==> config.mk <==
export PLATFORM = sky130hd
export DESIGN_NAME = mx_int8_negate_seq
export DESIGN_NICKNAME = d
export VERILOG_FILES = /design/src/rtl/mx_int8_pkg.sv /design/src/rtl/mx_int8_sat_neg.sv /design/src/rtl/mx_int8_negate_seq.sv
export SDC_FILE = /design/constraint.sdc
export NUM_CORES = 1
export LEC_CHECK = 0
export CAP_MARGIN = 20
export CORE_UTILIZATION = 30
export DETAILED_ROUTE_END_ITERATION = 7
export GPL_TIMING_DRIVEN = 1
export PLACE_DENSITY = 0.51
export SYNTH_ARGS = -nofsm -noshare
export SYNTH_HDL_FRONTEND = slang
export SYNTH_HIERARCHICAL = 1
export SYNTH_SLANG_ARGS = --single-unit
==> constraint.sdc <==
create_clock -name clk -period 9.7 [get_ports clk]
set_clock_uncertainty 0.1 [all_clocks]
set_input_delay 1.94 -clock clk [delete_from_list [all_inputs] [get_ports clk]]
set_output_delay 1.94 -clock clk [all_outputs]
set_load 0.05 [all_outputs]
==> src/rtl/mx_int8_pkg.sv <==
// Shared MXINT8 constants, element type and FSM state encoding.
// Imported by the serial saturating-negate block and its sub-module.
package mx_int8_pkg;

   localparam int BLOCK_SIZE  = 32;
   localparam int ELEM_WIDTH  = 8;
   localparam int SCALE_WIDTH = 8;

   localparam int IDX_W = $clog2(BLOCK_SIZE);
   localparam int CNT_W = $clog2(BLOCK_SIZE + 1);

   localparam logic signed [ELEM_WIDTH-1:0] INT8_MAX = 8'sd127;
   localparam logic signed [ELEM_WIDTH-1:0] INT8_MIN = -8'sd128;

   typedef logic [ELEM_WIDTH-1:0] elem_t;

   typedef enum logic [1:0] {
      IDLE = 2'd0,
      RUN  = 2'd1,
      DONE = 2'd2
   } state_t;

endpackage

==> src/rtl/mx_int8_sat_neg.sv <==
// Combinational single-element saturating negate.
// Ports: x_i element in, y_o negated element, sat_o high when x_i was INT8_MIN.
module mx_int8_sat_neg
   import mx_int8_pkg::*;
(
   input  elem_t x_i,
   output elem_t y_o,
   output logic  sat_o
);

   always_comb begin
      sat_o = (x_i == elem_t'(INT8_MIN));
      // -128 has no positive counterpart; clamp instead of wrapping
      y_o   = sat_o ? elem_t'(INT8_MAX) : elem_t'(-x_i);
   end

endmodule

==> src/rtl/mx_int8_negate_seq.sv <==
// MXINT8 block consumer: captures a block, negates it one element per cycle
// with saturation, then presents the result with a one-cycle valid pulse.
// Ports: data_ready_i/elements_i/scale_i in; busy_o, elements_o, scale_o,
// block_valid_o, sat_count_o, overrun_o out. Sync active-high rst.
module mx_int8_negate_seq
   import mx_int8_pkg::*;
(
   input  logic                   clk,
   input  logic                   rst,
   input  logic                   data_ready_i,
   input  logic [ELEM_WIDTH-1:0]  elements_i [BLOCK_SIZE],
   input  logic [SCALE_WIDTH-1:0] scale_i,
   output logic                   busy_o,
   output logic [ELEM_WIDTH-1:0]  elements_o [BLOCK_SIZE],
   output logic [SCALE_WIDTH-1:0] scale_o,
   output logic                   block_valid_o,
   output logic [CNT_W-1:0]       sat_count_o,
   output logic                   overrun_o
);

   localparam logic [IDX_W-1:0] LAST_IDX = IDX_W'(BLOCK_SIZE - 1);

   state_t                 state_q, state_d;
   logic [IDX_W-1:0]       idx_q, idx_d;
   logic [CNT_W-1:0]       sat_acc_q, sat_acc_d;
   elem_t                  in_buf_q   [BLOCK_SIZE];
   elem_t                  work_buf_q [BLOCK_SIZE];
   logic [SCALE_WIDTH-1:0] scale_buf_q;

   elem_t                  elems_q [BLOCK_SIZE];
   logic [SCALE_WIDTH-1:0] scale_q;
   logic [CNT_W-1:0]       sat_cnt_q;
   logic                   busy_q;
   logic                   valid_q;
   logic                   ovr_q;

   elem_t cur_elem;
   elem_t neg_elem;
   logic  neg_sat;
   logic  capture;
   logic  last;

   assign cur_elem = in_buf_q[idx_q];

   mx_int8_sat_neg u_sat_neg (
      .x_i   (cur_elem),
      .y_o   (neg_elem),
      .sat_o (neg_sat)
   );

   // A new block is only accepted when not mid-block
   assign capture = data_ready_i &&
                    ((state_q == IDLE) || (state_q == DONE));
   assign last    = (state_q == RUN) && (idx_q == LAST_IDX);

   always_comb begin
      state_d = state_q;
      idx_d   = idx_q;
      unique case (state_q)
         IDLE: begin
            idx_d = '0;
            if (data_ready_i) state_d = RUN;
         end
         RUN: begin
            idx_d = idx_q + 1'b1;
            if (last) begin
               state_d = DONE;
               idx_d   = '0;
            end
         end
         DONE: begin
            idx_d   = '0;
            state_d = data_ready_i ? RUN : IDLE;
         end
         default: begin
            state_d = IDLE;
            idx_d   = '0;
         end
      endcase
   end

   always_comb begin
      sat_acc_d = sat_acc_q;
      if (capture)
         sat_acc_d = '0;
      else if (state_q == RUN)
         sat_acc_d = sat_acc_q + CNT_W'(neg_sat);
   end

   always_ff @(posedge clk) begin
      if (rst) begin
         state_q     <= IDLE;
         idx_q       <= '0;
         sat_acc_q   <= '0;
         scale_buf_q <= '0;
         scale_q     <= '0;
         sat_cnt_q   <= '0;
         busy_q      <= 1'b0;
         valid_q     <= 1'b0;
         ovr_q       <= 1'b0;
         for (int i = 0; i < BLOCK_SIZE; i++) begin
            in_buf_q[i]   <= '0;
            work_buf_q[i] <= '0;
            elems_q[i]    <= '0;
         end
      end else begin
         state_q   <= state_d;
         idx_q     <= idx_d;
         sat_acc_q <= sat_acc_d;
         busy_q    <= (state_d == RUN);
         valid_q   <= last;
         ovr_q     <= data_ready_i && (state_q == RUN);
         if (capture) begin
            scale_buf_q <= scale_i;
            for (int i = 0; i < BLOCK_SIZE; i++)
               in_buf_q[i] <= elements_i[i];
         end
         if (state_q == RUN)
            work_buf_q[idx_q] <= neg_elem;
         // Last element bypasses work_buf so the whole block lands at once
         if (last) begin
            scale_q   <= scale_buf_q;
            sat_cnt_q <= sat_acc_d;
            for (int i = 0; i < BLOCK_SIZE; i++)
               elems_q[i] <= (IDX_W'(i) == idx_q) ? neg_elem
                                                  : work_buf_q[i];
         end
      end
   end

   assign busy_o        = busy_q;
   assign elements_o    = elems_q;
   assign scale_o       = scale_q;
   assign block_valid_o = valid_q;
   assign sat_count_o   = sat_cnt_q;
   assign overrun_o     = ovr_q;

endmodule
==> impl_metrics.env, run 1 <==
export IMPL_run_status="finished clean"
export IMPL_gp_congestion=0.759
export IMPL_cts_resized=0
export IMPL_synth_seq_area_share=0.653
export IMPL_port_buffers=539
export IMPL_gr_ovfl_total=0
export IMPL_yosys_area_top_type="sky130_fd_sc_hd__edfxtp_1"
export IMPL_crit_path_largest_cell_delay_ns=0.93
export IMPL_via_count=21300
export IMPL_intPower_uw=6040
export IMPL_rows=119
export IMPL_leakage_uw=0.0146
export IMPL_numClockSinks=798
export IMPL_final_layout_size_suffix_gt1_frac=0.0846
export IMPL_final_hold_viol_count=0
export IMPL_h_tree_depth=3
export IMPL_dp_hpwl_um=68000
export IMPL_worstSetupPathType="reg2reg"
export IMPL_net_switching_power_uw=1850
export IMPL_setup_repair_after_global_routing_missed_its_margin="no"
export IMPL_endpoint_kind_of_the_worst_setup_timing_path="flop"
export IMPL_grt_util_all_layers=0.184
export IMPL_max_cap_viol_count=0
export IMPL_syn_inst=2716
export IMPL_storage_element_area_um2=21000
export IMPL_cts_reportedPaths_clkPinSlew_ns=0.06
export IMPL_power_density_nw_per_um2=189
export IMPL_ordered_list_of_cells_on_the_worst_path="buf_4 > mux4_2 > a211oi_1 > a21oi_1 > inv_1 > ha_1 > or3b_4 > or3b_4 > nand2_2 > nand2_1 > a311oi_1"
export IMPL_worst_ep_required_time_ns=10.16
export IMPL_timing_critical_path_mode_cell="sky130_fd_sc_hd__or3b_4"
export IMPL_power_share_combinational=0.076
export IMPL_drt_first_iter_violations=1419
export IMPL_dr_pass1_iters=5
export IMPL_detail_route_antenna_nets=0
export IMPL_p_sw_frac=0.234
export IMPL_finalSetupTns_ns=0
export IMPL_synth_ff_type="sky130_fd_sc_hd__edfxtp_1"
export IMPL_grt_antenna_before_repair=4
export IMPL_grt_pass1_wl_um=145000
export IMPL_number_of_flops_mapped_to_enable_cells_by_yosys=504
export IMPL_slew_headroom=0.290
export IMPL_vdd_drop_max_uv=122
export IMPL_largest_net_degree_at_the_start_of_global_routing=180
export IMPL_clk_insertion_delay_late_ns=0.67
export IMPL_number_of_global_route_vias_before_repair=21300
export IMPL_timing_critical_path_slowest_stage_cell="sky130_fd_sc_hd__dfxtp_4"
export IMPL_postSynthAreaPerCell_um2=11.9
export IMPL_seq_power_share=0.484
export IMPL_critical_path_arrival_ns=5.68
export IMPL_die_h_um=330
export IMPL_layout_nets=3450
export IMPL_tightest_slew_ns=1.06
export IMPL_yosys_top_cells_area="sky130_fd_sc_hd__edfxtp_1 (47%), sky130_fd_sc_hd__dfxtp_1 (18%), sky130_fd_sc_hd__and2_1 (6.9%)"
export IMPL_min_delay_path_class="reg2reg"
export IMPL_yosys_warnings=6
export IMPL_die_width_um=330
export IMPL_critPathMaxFanout=50
export IMPL_initial_utilization=0.304
export IMPL_boundaryPins=540
export IMPL_ctsHoldBuffers=0
export IMPL_tritoncts="built"
export IMPL_maxClockFrequency_ghz=0.191
export IMPL_synth_net_count=2991
export IMPL_final_setup_viol_count=0
export IMPL_route_detailed_drc=0
export IMPL_combined_area_of_the_multi_input_logic_cells_um2=10200
export IMPL_slew_viol_final=0
export IMPL_tritoncts_num_buffers=89
export IMPL_worstSetupStartpointType="flop"
export IMPL_synth_seq_cells=798
export IMPL_async_set_or_reset_flop_fraction_in_the_synthesized_netlist=0
export IMPL_post_route_period_util=0.539
export IMPL_yosysUniqueCellTypes=57
export IMPL_clock_root_buffer="sky130_fd_sc_hd__clkbuf_16"
export IMPL_layout_area_overhead_vs_synth_pct=29.7
export IMPL_share_clk_of_total_power=0.440
export IMPL_nFillCells=10300
export IMPL_netlist_area_leader_share=0.470
export IMPL_floorplan_core_area_um2=106000
export IMPL_routed_via_density=4.59
export IMPL_power_total_uw=7890
export IMPL_final_min_clock_period_ns=5.23
export IMPL_detail_route_wirelength_um=101000
export IMPL_routedWlPerCell_um=21.7
export IMPL_synthesis_area_um2=32200
export IMPL_floorplan_die_area_um2=109000
export IMPL_clockBufferDepth=3
export IMPL_post_cts_setup_buffers=0
## state kept, by name, summed over array words and instances, names as in the netlist
| signal | cells |
|---|---|
| in_buf_q | 256 |
| scale_buf_q | 8 |
| idx_q | 5 |
| sat_count_o | 6 |
| work_buf_q | 248 |
| elements_o | 256 |
| state_q | 2 |
| busy_o | 1 |
| sat_acc_q | 6 |
| scale_o | 8 |
| overrun_o | 1 |
| block_valid_o | 1 |
## synthesized netlist by cell type (all sizes together), types with 6 or more instances
| master | number |
|---|---|
| a21oi | 208 |
| nand2b | 10 |
| or2 | 27 |
| nor2 | 143 |
| nand2 | 494 |
| nor2b | 117 |
| and2 | 354 |
| mux4 | 43 |
| nor3 | 11 |
| xor2 | 6 |
| clkbuf | 129 |
| inv | 47 |
| nand3 | 8 |
| o221ai | 7 |
| dfxtp | 294 |
| a311oi | 40 |
| o22ai | 10 |
| buf | 65 |
| mux2 | 6 |
| mux2i | 87 |
| edfxtp | 504 |
| o21ai | 19 |
| a211oi | 47 |
| ha | 8 |
## cell usage in the layout, fill, tap and decap left out, types with 40 or more instances in the layout
cell type	Yosys	final
sky130_fd_sc_hd__nor2b_1	117	117
sky130_fd_sc_hd__clkdlybuf4s50_1	0	538
sky130_fd_sc_hd__edfxtp_1	504	504
sky130_fd_sc_hd__clkbuf_16	0	92
sky130_fd_sc_hd__mux2i_1	87	86
sky130_fd_sc_hd__a211oi_1	45	45
sky130_fd_sc_hd__dfxtp_1	294	289
sky130_fd_sc_hd__inv_1	47	47
sky130_fd_sc_hd__mux4_2	43	43
sky130_fd_sc_hd__and2_1	354	353
sky130_fd_sc_hd__nand2_1	489	485
sky130_fd_sc_hd__a21oi_1	208	207
sky130_fd_sc_hd__nor2_1	136	135
sky130_fd_sc_hd__a311oi_1	40	40
## final timing paths
check,startpoint,end,slack [ns],cells past startpoint
worst max register to register,idx_q[0]$_SDFF_PP0_,elements_o[160]$_SDFFE_PP0P_,4.47,11
worst min-delay path,elements_o[177]$_SDFFE_PP0P_,elements_o[177]$_SDFFE_PP0P_,0.35,2
worst min register to register,elements_o[177]$_SDFFE_PP0P_,elements_o[177]$_SDFFE_PP0P_,0.35,2
worst max-delay path,idx_q[0]$_SDFF_PP0_,elements_o[160]$_SDFFE_PP0P_,4.47,11
## cells by family (layout without fill, tap and decap cells)
family / count (synthesis) / count (layout) / synth area share
AO/OA/AOI/OAI: 341 / 341 / 0.0639
multiplexers: 136 / 136 / 0.0592
AND/OR/NAND/NOR: 1183 / 1183 / 0.185
XOR/XNOR: 8 / 8 / 0.00218
adder cells (fa/ha/maj): 8 / 8 / 0.00311
buffers and inverters: 242 / 777 / 0.0330
other: 0 / 3 / 0
flip-flops: 798 / 798 / 0.653
## worst max-delay path: cells and delay by family, from the launching register on
kind                     cells  cell delay [ns]
AND/OR/NAND/NOR              4             1.71
multiplexers                 1             0.59
adder cells (fa/ha/maj)      1             0.19
buffers and inverters        2             0.85
flip-flops                   1             0.93
AO/OA/AOI/OAI                3             0.68
## metal layers
metal / wire length [um] / track usage / vias up
li1: - / - / 10300
met2: 48600 / 0.305 / 663
met5: 28 / 0 / -
met3: 6040 / 0.0402 / 134
met1: 43500 / 0.238 / 10200
met4: 2720 / 0.0558 / 4
## metrics by stage
step                utilization  worst slack (ns)  instance area, um^2  cells  hold WS (ns)
CTS                       0.394              4.17                41700   4641         0.349
global route              0.394              3.93                41700   4642         0.368
floorplan                     -              3.41                32200   2716         0.332
finish                    0.394              4.47                41800   4645         0.353
detailed placement        0.366              4.16                38700   4474         0.347
global placement          0.366              4.27                38700   4474         0.338
## cell type report
| type | count | share of cell area |
|---|---|---|
| clock buffers | 131 | 0.0622 |
| well taps | 1391 | 0.0417 |
| clock inverters | 36 | 0.00980 |
| diodes | 3 | 0.000180 |
| repair buffers | 562 | 0.135 |
| inverters | 48 | 0.00432 |
| multi-input cells | 1676 | 0.243 |
| flip-flops and latches | 798 | 0.504 |
## power by group through the flow
stage	sequential (uW)	clock, uW	combinational [uW]
2_1_floorplan	3870	0	297
3_3_place_gp	3890	0	610
3_5_place_dp	3890	0	613
4_1_cts	3820	3550	613
5_1_grt	3830	3680	647
6_report	3810	3470	598
Note: power is estimated with default switching activity, not from simulation.
==> run 2: changes to the inputs <==
clock period = 4.7 ns   (was 9.7 ns; I/O delays follow)
==> impl_metrics.env, run 2 (synthesis gave the netlist of run 1 again) <==
export IMPL_maxClockFrequency_ghz=0.232
export IMPL_final_hold_viol_count=0
export IMPL_postLayoutCoreUtil=0.398
export IMPL_grt_util_all_layers=0.183
export IMPL_leakage_uw=0.0148
export IMPL_final_setup_worst_slack_ns=0.388
export IMPL_tritoncts_num_buffers=90
export IMPL_gp_congestion=0.768
export IMPL_run_status="finished clean"
export IMPL_endpoint_kind_of_the_worst_setup_timing_path="flop"
export IMPL_critical_path_arrival_ns=4.76
export IMPL_via_count=21300
export IMPL_slew_headroom=0.399
export IMPL_final_min_clock_period_ns=4.31
export IMPL_cts_reportedPaths_clkPinSlew_ns=0.07
export IMPL_floorplan_die_area_um2=109000
export IMPL_min_delay_path_class="reg2reg"
export IMPL_final_cell_mix="sky130_fd_sc_hd__clkdlybuf4s50_1 (538), sky130_fd_sc_hd__edfxtp_1 (504), sky130_fd_sc_hd__nand2_1 (485), sky130_fd_sc_hd__and2_1 (353), sky130_fd_sc_hd__dfxtp_1 (289)"
export IMPL_worstSetupStartpointType="flop"
export IMPL_grt_antenna_before_repair=9
export IMPL_holdCritStartpoint="scale_o[7]$_SDFFE_PP0P_"
export IMPL_worst_ep_required_time_ns=5.15
export IMPL_floorplan_core_area_um2=106000
export IMPL_dr_pass1_iters=5
export IMPL_numClockSinks=798
export IMPL_final_layout_size_suffix_gt1_frac=0.0915
export IMPL_layout_nets=3474
export IMPL_layout_cells_most_common="sky130_fd_sc_hd__clkdlybuf4s50_1"
export IMPL_dpl_cell_area_um2=39100
export IMPL_hold_ws_ns=0.352
export IMPL_post_route_period_util=0.918
export IMPL_port_buffers=539
export IMPL_vdd_drop_max_uv=267
export IMPL_dp_hpwl_um=70600
export IMPL_clock_root_buffer="sky130_fd_sc_hd__clkbuf_16"
export IMPL_clk_insertion_delay_late_ns=0.67
export IMPL_max_cap_viol_count=0
export IMPL_die_h_um=330
export IMPL_rows=119
export IMPL_clockBufferDepth=3
export IMPL_gr_ovfl_total=0
export IMPL_detail_route_wirelength_um=100000
export IMPL_finalSetupTns_ns=0
export IMPL_final_design_area_no_fill_um2=42100
export IMPL_h_tree_depth=3
export IMPL_reg_to_reg_critical_path_startpoint="idx_q[0]$_SDFF_PP0_"
export IMPL_largest_net_degree_at_the_start_of_global_routing=141
export IMPL_critPathMaxFanout=8
export IMPL_ctsHoldBuffers=0
export IMPL_final_setup_viol_count=0
export IMPL_slew_viol_final=0
export IMPL_boundaryPins=540
export IMPL_post_place_ws_ns=0.423
export IMPL_detail_route_antenna_nets=0
export IMPL_layout_area_overhead_vs_synth_pct=30.9
export IMPL_initial_utilization=0.304
export IMPL_die_width_um=330
export IMPL_post_cts_setup_buffers=0
export IMPL_drt_first_iter_violations=1195
export IMPL_setup_repair_after_global_routing_missed_its_margin="no"
export IMPL_route_detailed_drc=0
export IMPL_routedWlPerCell_um=21.4
export IMPL_power_density_nw_per_um2=390
export IMPL_number_of_global_route_vias_before_repair=21300
export IMPL_tightest_slew_ns=0.898
export IMPL_nFillCells=10200
export IMPL_cts_resized=0
export IMPL_routed_via_density=4.56
export IMPL_tritoncts="built"
export IMPL_worst_setup_path_startpoint="idx_q[0]$_SDFF_PP0_"
export IMPL_worstSetupPathType="reg2reg"
export IMPL_grt_pass1_wl_um=145000
## run 2: changes by cell type in the layout (fill, tap and decap cells not counted), sizes merged
| cell | before | now |
|---|---|---|
| buf | 24 | 47 |
| bufinv | 7 | 10 |
| diode | 3 | 6 |
| inv | 50 | 52 |
| clkinv | 23 | 35 |
| clkbuf | 131 | 117 |
## run 2: area by class of cell
cell class,instances,area [um^2],area share
Sequential cell,798,21000,0.499
Inverter,48,180,0.00428
Clock buffer,117,2510,0.0596
Multi-Input combinational cell,1676,10200,0.241
Clock inverter,53,553,0.0131
Tap cell,1391,1740,0.0413
Antenna cell,6,15.0,0.000356
Timing Repair Buffer,585,5940,0.141
## run 2: final timing paths
check	end	slack (ns)	cells past startpoint
max reg2reg	sat_count_o[5]$_SDFFE_PP0P_	0.39	17
min reg2reg	scale_o[7]$_SDFFE_PP0P_	0.35	2
min	scale_o[7]$_SDFFE_PP0P_	0.35	2
max	sat_count_o[5]$_SDFFE_PP0P_	0.39	17
## run 2: power breakdown
part,switching (uW),internal [uW],leakage [uW]
Combinational,772,512,0.00569
Clock,2940,4330,0.00150
Sequential,99.2,7760,0.00762
## run 2: metal layers
| layer | global-route usage | share of wire | up-vias |
|---|---|---|---|
| met2 | 0.307 | 0.48 | 627 |
| met3 | 0.0474 | 0.066 | 116 |
| met1 | 0.231 | 0.43 | 10200 |
| met5 | 0 | 0.00062 | - |
| met4 | 0.0527 | 0.022 | 10 |
| li1 | - | - | 10300 |
## run 2: critical path, stage by stage, from the launching register on
cell and delay [ns]:
sky130_fd_sc_hd__dfxtp_4 0.47, sky130_fd_sc_hd__buf_4 0.25, sky130_fd_sc_hd__mux4_2 0.54, sky130_fd_sc_hd__nand2_1 0.09, sky130_fd_sc_hd__a21oi_1 0.11, sky130_fd_sc_hd__a211oi_1 0.28
sky130_fd_sc_hd__a21oi_1 0.15, sky130_fd_sc_hd__inv_1 0.09, sky130_fd_sc_hd__ha_1 0.19, sky130_fd_sc_hd__or3b_4 0.43, sky130_fd_sc_hd__or3b_4 0.48, sky130_fd_sc_hd__inv_1 0.09
sky130_fd_sc_hd__ha_1 0.16, sky130_fd_sc_hd__and3_1 0.17, sky130_fd_sc_hd__nand4_1 0.12, sky130_fd_sc_hd__xor2_1 0.21, sky130_fd_sc_hd__o21ai_0 0.09, sky130_fd_sc_hd__nor2b_1 0.16
## run 2: through the flow
step	total power [uW]	instances
finish	16400	4674
global route	17000	4669
CTS	16600	4668
detailed placement	9340	4498
global placement	9350	4497
floorplan	8590	2716
==> run 3: changes to the inputs <==
PLACE_DENSITY = 0.49   (was 0.51)
clock period = 5.35 ns   (was 4.7 ns; I/O delays follow)
==> impl_metrics.env, run 3 (synthesis gave the netlist of run 1 again) <==
export IMPL_layout_area_overhead_vs_synth_pct=30.9
export IMPL_worst_setup_path_startpoint="idx_q[1]$_SDFF_PP0_"
export IMPL_floorplan_die_area_um2=109000
export IMPL_via_count=21500
export IMPL_worst_ep_required_time_ns=5.81
export IMPL_layout_nets=3481
export IMPL_final_instance_count_excl_fill=4679
export IMPL_gp_congestion=0.755
export IMPL_clk_insertion_delay_late_ns=0.68
export IMPL_worstSetupStartpointType="flop"
export IMPL_final_setup_worst_slack_ns=0.898
export IMPL_post_route_period_util=0.832
export IMPL_critical_path_arrival_ns=4.92
export IMPL_dp_hpwl_um=72000
export IMPL_die_h_um=330
export IMPL_finalSetupTns_ns=0
export IMPL_cts_reportedPaths_clkPinSlew_ns=0.06
export IMPL_run_status="finished clean"
export IMPL_final_min_clock_period_ns=4.45
export IMPL_final_hold_viol_count=0
export IMPL_layout_cells_most_common="sky130_fd_sc_hd__clkdlybuf4s50_1"
export IMPL_floorplan_core_area_um2=106000
export IMPL_gr_ovfl_total=0
export IMPL_placed_instance_count=4503
export IMPL_final_layout_size_suffix_gt1_frac=0.0925
export IMPL_min_delay_path_class="reg2reg"
export IMPL_endpoint_kind_of_the_worst_setup_timing_path="flop"
export IMPL_clock_root_buffer="sky130_fd_sc_hd__clkbuf_16"
export IMPL_final_setup_viol_count=0
export IMPL_post_cts_setup_buffers=0
export IMPL_number_of_global_route_vias_before_repair=21600
export IMPL_holdCritStartpoint="elements_o[119]$_SDFFE_PP0P_"
export IMPL_reg_to_reg_critical_path_startpoint="idx_q[1]$_SDFF_PP0_"
export IMPL_numClockSinks=798
export IMPL_detail_route_antenna_nets=0
export IMPL_initial_utilization=0.304
export IMPL_grt_pass1_wl_um=149000
export IMPL_largest_net_degree_at_the_start_of_global_routing=179
export IMPL_boundaryPins=540
export IMPL_worstSetupPathType="reg2reg"
export IMPL_slew_headroom=0.372
export IMPL_routed_via_density=4.59
export IMPL_power_density_nw_per_um2=342
export IMPL_grt_util_all_layers=0.188
export IMPL_tightest_slew_ns=0.942
export IMPL_route_detailed_drc=0
export IMPL_post_place_ws_ns=0.873
export IMPL_ctsHoldBuffers=0
export IMPL_leakage_uw=0.0148
export IMPL_max_cap_viol_count=0
export IMPL_drt_first_iter_violations=1462
export IMPL_slew_viol_final=0
export IMPL_final_cell_mix="sky130_fd_sc_hd__clkdlybuf4s50_1 (538), sky130_fd_sc_hd__edfxtp_1 (504), sky130_fd_sc_hd__nand2_1 (485), sky130_fd_sc_hd__and2_1 (353), sky130_fd_sc_hd__dfxtp_1 (289)"
export IMPL_setup_repair_after_global_routing_missed_its_margin="no"
export IMPL_clockBufferDepth=3
export IMPL_maxClockFrequency_ghz=0.225
export IMPL_critPathMaxFanout=23
export IMPL_tritoncts_num_buffers=92
export IMPL_die_width_um=330
export IMPL_vdd_drop_max_uv=217
export IMPL_h_tree_depth=3
export IMPL_tritoncts="built"
export IMPL_routedWlPerCell_um=22.0
export IMPL_dr_pass1_iters=5
export IMPL_rows=119
export IMPL_grt_antenna_before_repair=7
export IMPL_port_buffers=539
export IMPL_cts_resized=0
export IMPL_detail_route_wirelength_um=103000
[run 3: worst paths after layout]
check / slack [ns] / cells after the start / to
worst max-delay path: 0.90 / 14 / elements_o[170]$_SDFFE_PP0P_
worst min-delay path: 0.35 / 2 / elements_o[119]$_SDFFE_PP0P_
worst max register to register: 0.90 / 14 / elements_o[170]$_SDFFE_PP0P_
worst min register to register: 0.35 / 2 / elements_o[119]$_SDFFE_PP0P_
[run 3: layout make-up]
cell class	count	area (um^2)
diodes	2	5.00
clock buffers	128	2500
clock inverters	46	556
fillers	10200	63700
inverters	48	180
multi-input cells	1676	10200
flip-flops and latches	798	21000
well taps	1391	1740
repair buffers	590	5960
[run 3: power breakdown]
part	switching, uW	internal [uW]	total (uW)
logic	675	446	1120
clock network	2610	3770	6380
registers	86.9	6820	6910
[run 3: metrics by stage]
| step | hold WS, ns | instance area (um^2) | util | total power, uW |
|---|---|---|---|---|
| 6_report | 0.352 | 42100 | 0.398 | 14400 |
| 5_1_grt | 0.367 | 42100 | 0.398 | 14900 |
| 4_1_cts | 0.354 | 42100 | 0.398 | 14600 |
| 3_5_place_dp | 0.346 | 39100 | 0.369 | 8200 |
| 3_3_place_gp | 0.340 | 39100 | 0.369 | 8190 |
| 2_1_floorplan | 0.332 | 32200 | - | 7540 |
[run 3: worst max-delay path, stage by stage, from the launching register on]
cell and delay, ns:
sky130_fd_sc_hd__dfxtp_2 0.60, sky130_fd_sc_hd__buf_4 0.43, sky130_fd_sc_hd__mux4_2 0.36, sky130_fd_sc_hd__nand2_1 0.08
sky130_fd_sc_hd__a21oi_1 0.12, sky130_fd_sc_hd__nor4_1 0.21, sky130_fd_sc_hd__a21oi_1 0.12, sky130_fd_sc_hd__inv_1 0.14
sky130_fd_sc_hd__ha_1 0.21, sky130_fd_sc_hd__or3b_4 0.43, sky130_fd_sc_hd__or3b_4 0.46, sky130_fd_sc_hd__nand2_2 0.44
sky130_fd_sc_hd__buf_12 0.23, sky130_fd_sc_hd__nand2_1 0.08, sky130_fd_sc_hd__a311oi_1 0.26
[run 3: routing by layer]
| layer | up-vias | wire (um) | GRT usage |
|---|---|---|---|
| li1 | 10400 | - | - |
| met1 | 10300 | 44900 | 0.243 |
| met2 | 643 | 49300 | 0.311 |
| met3 | 135 | 6000 | 0.0417 |
| met4 | 10 | 2760 | 0.0618 |
| met5 | - | 68 | 0 |
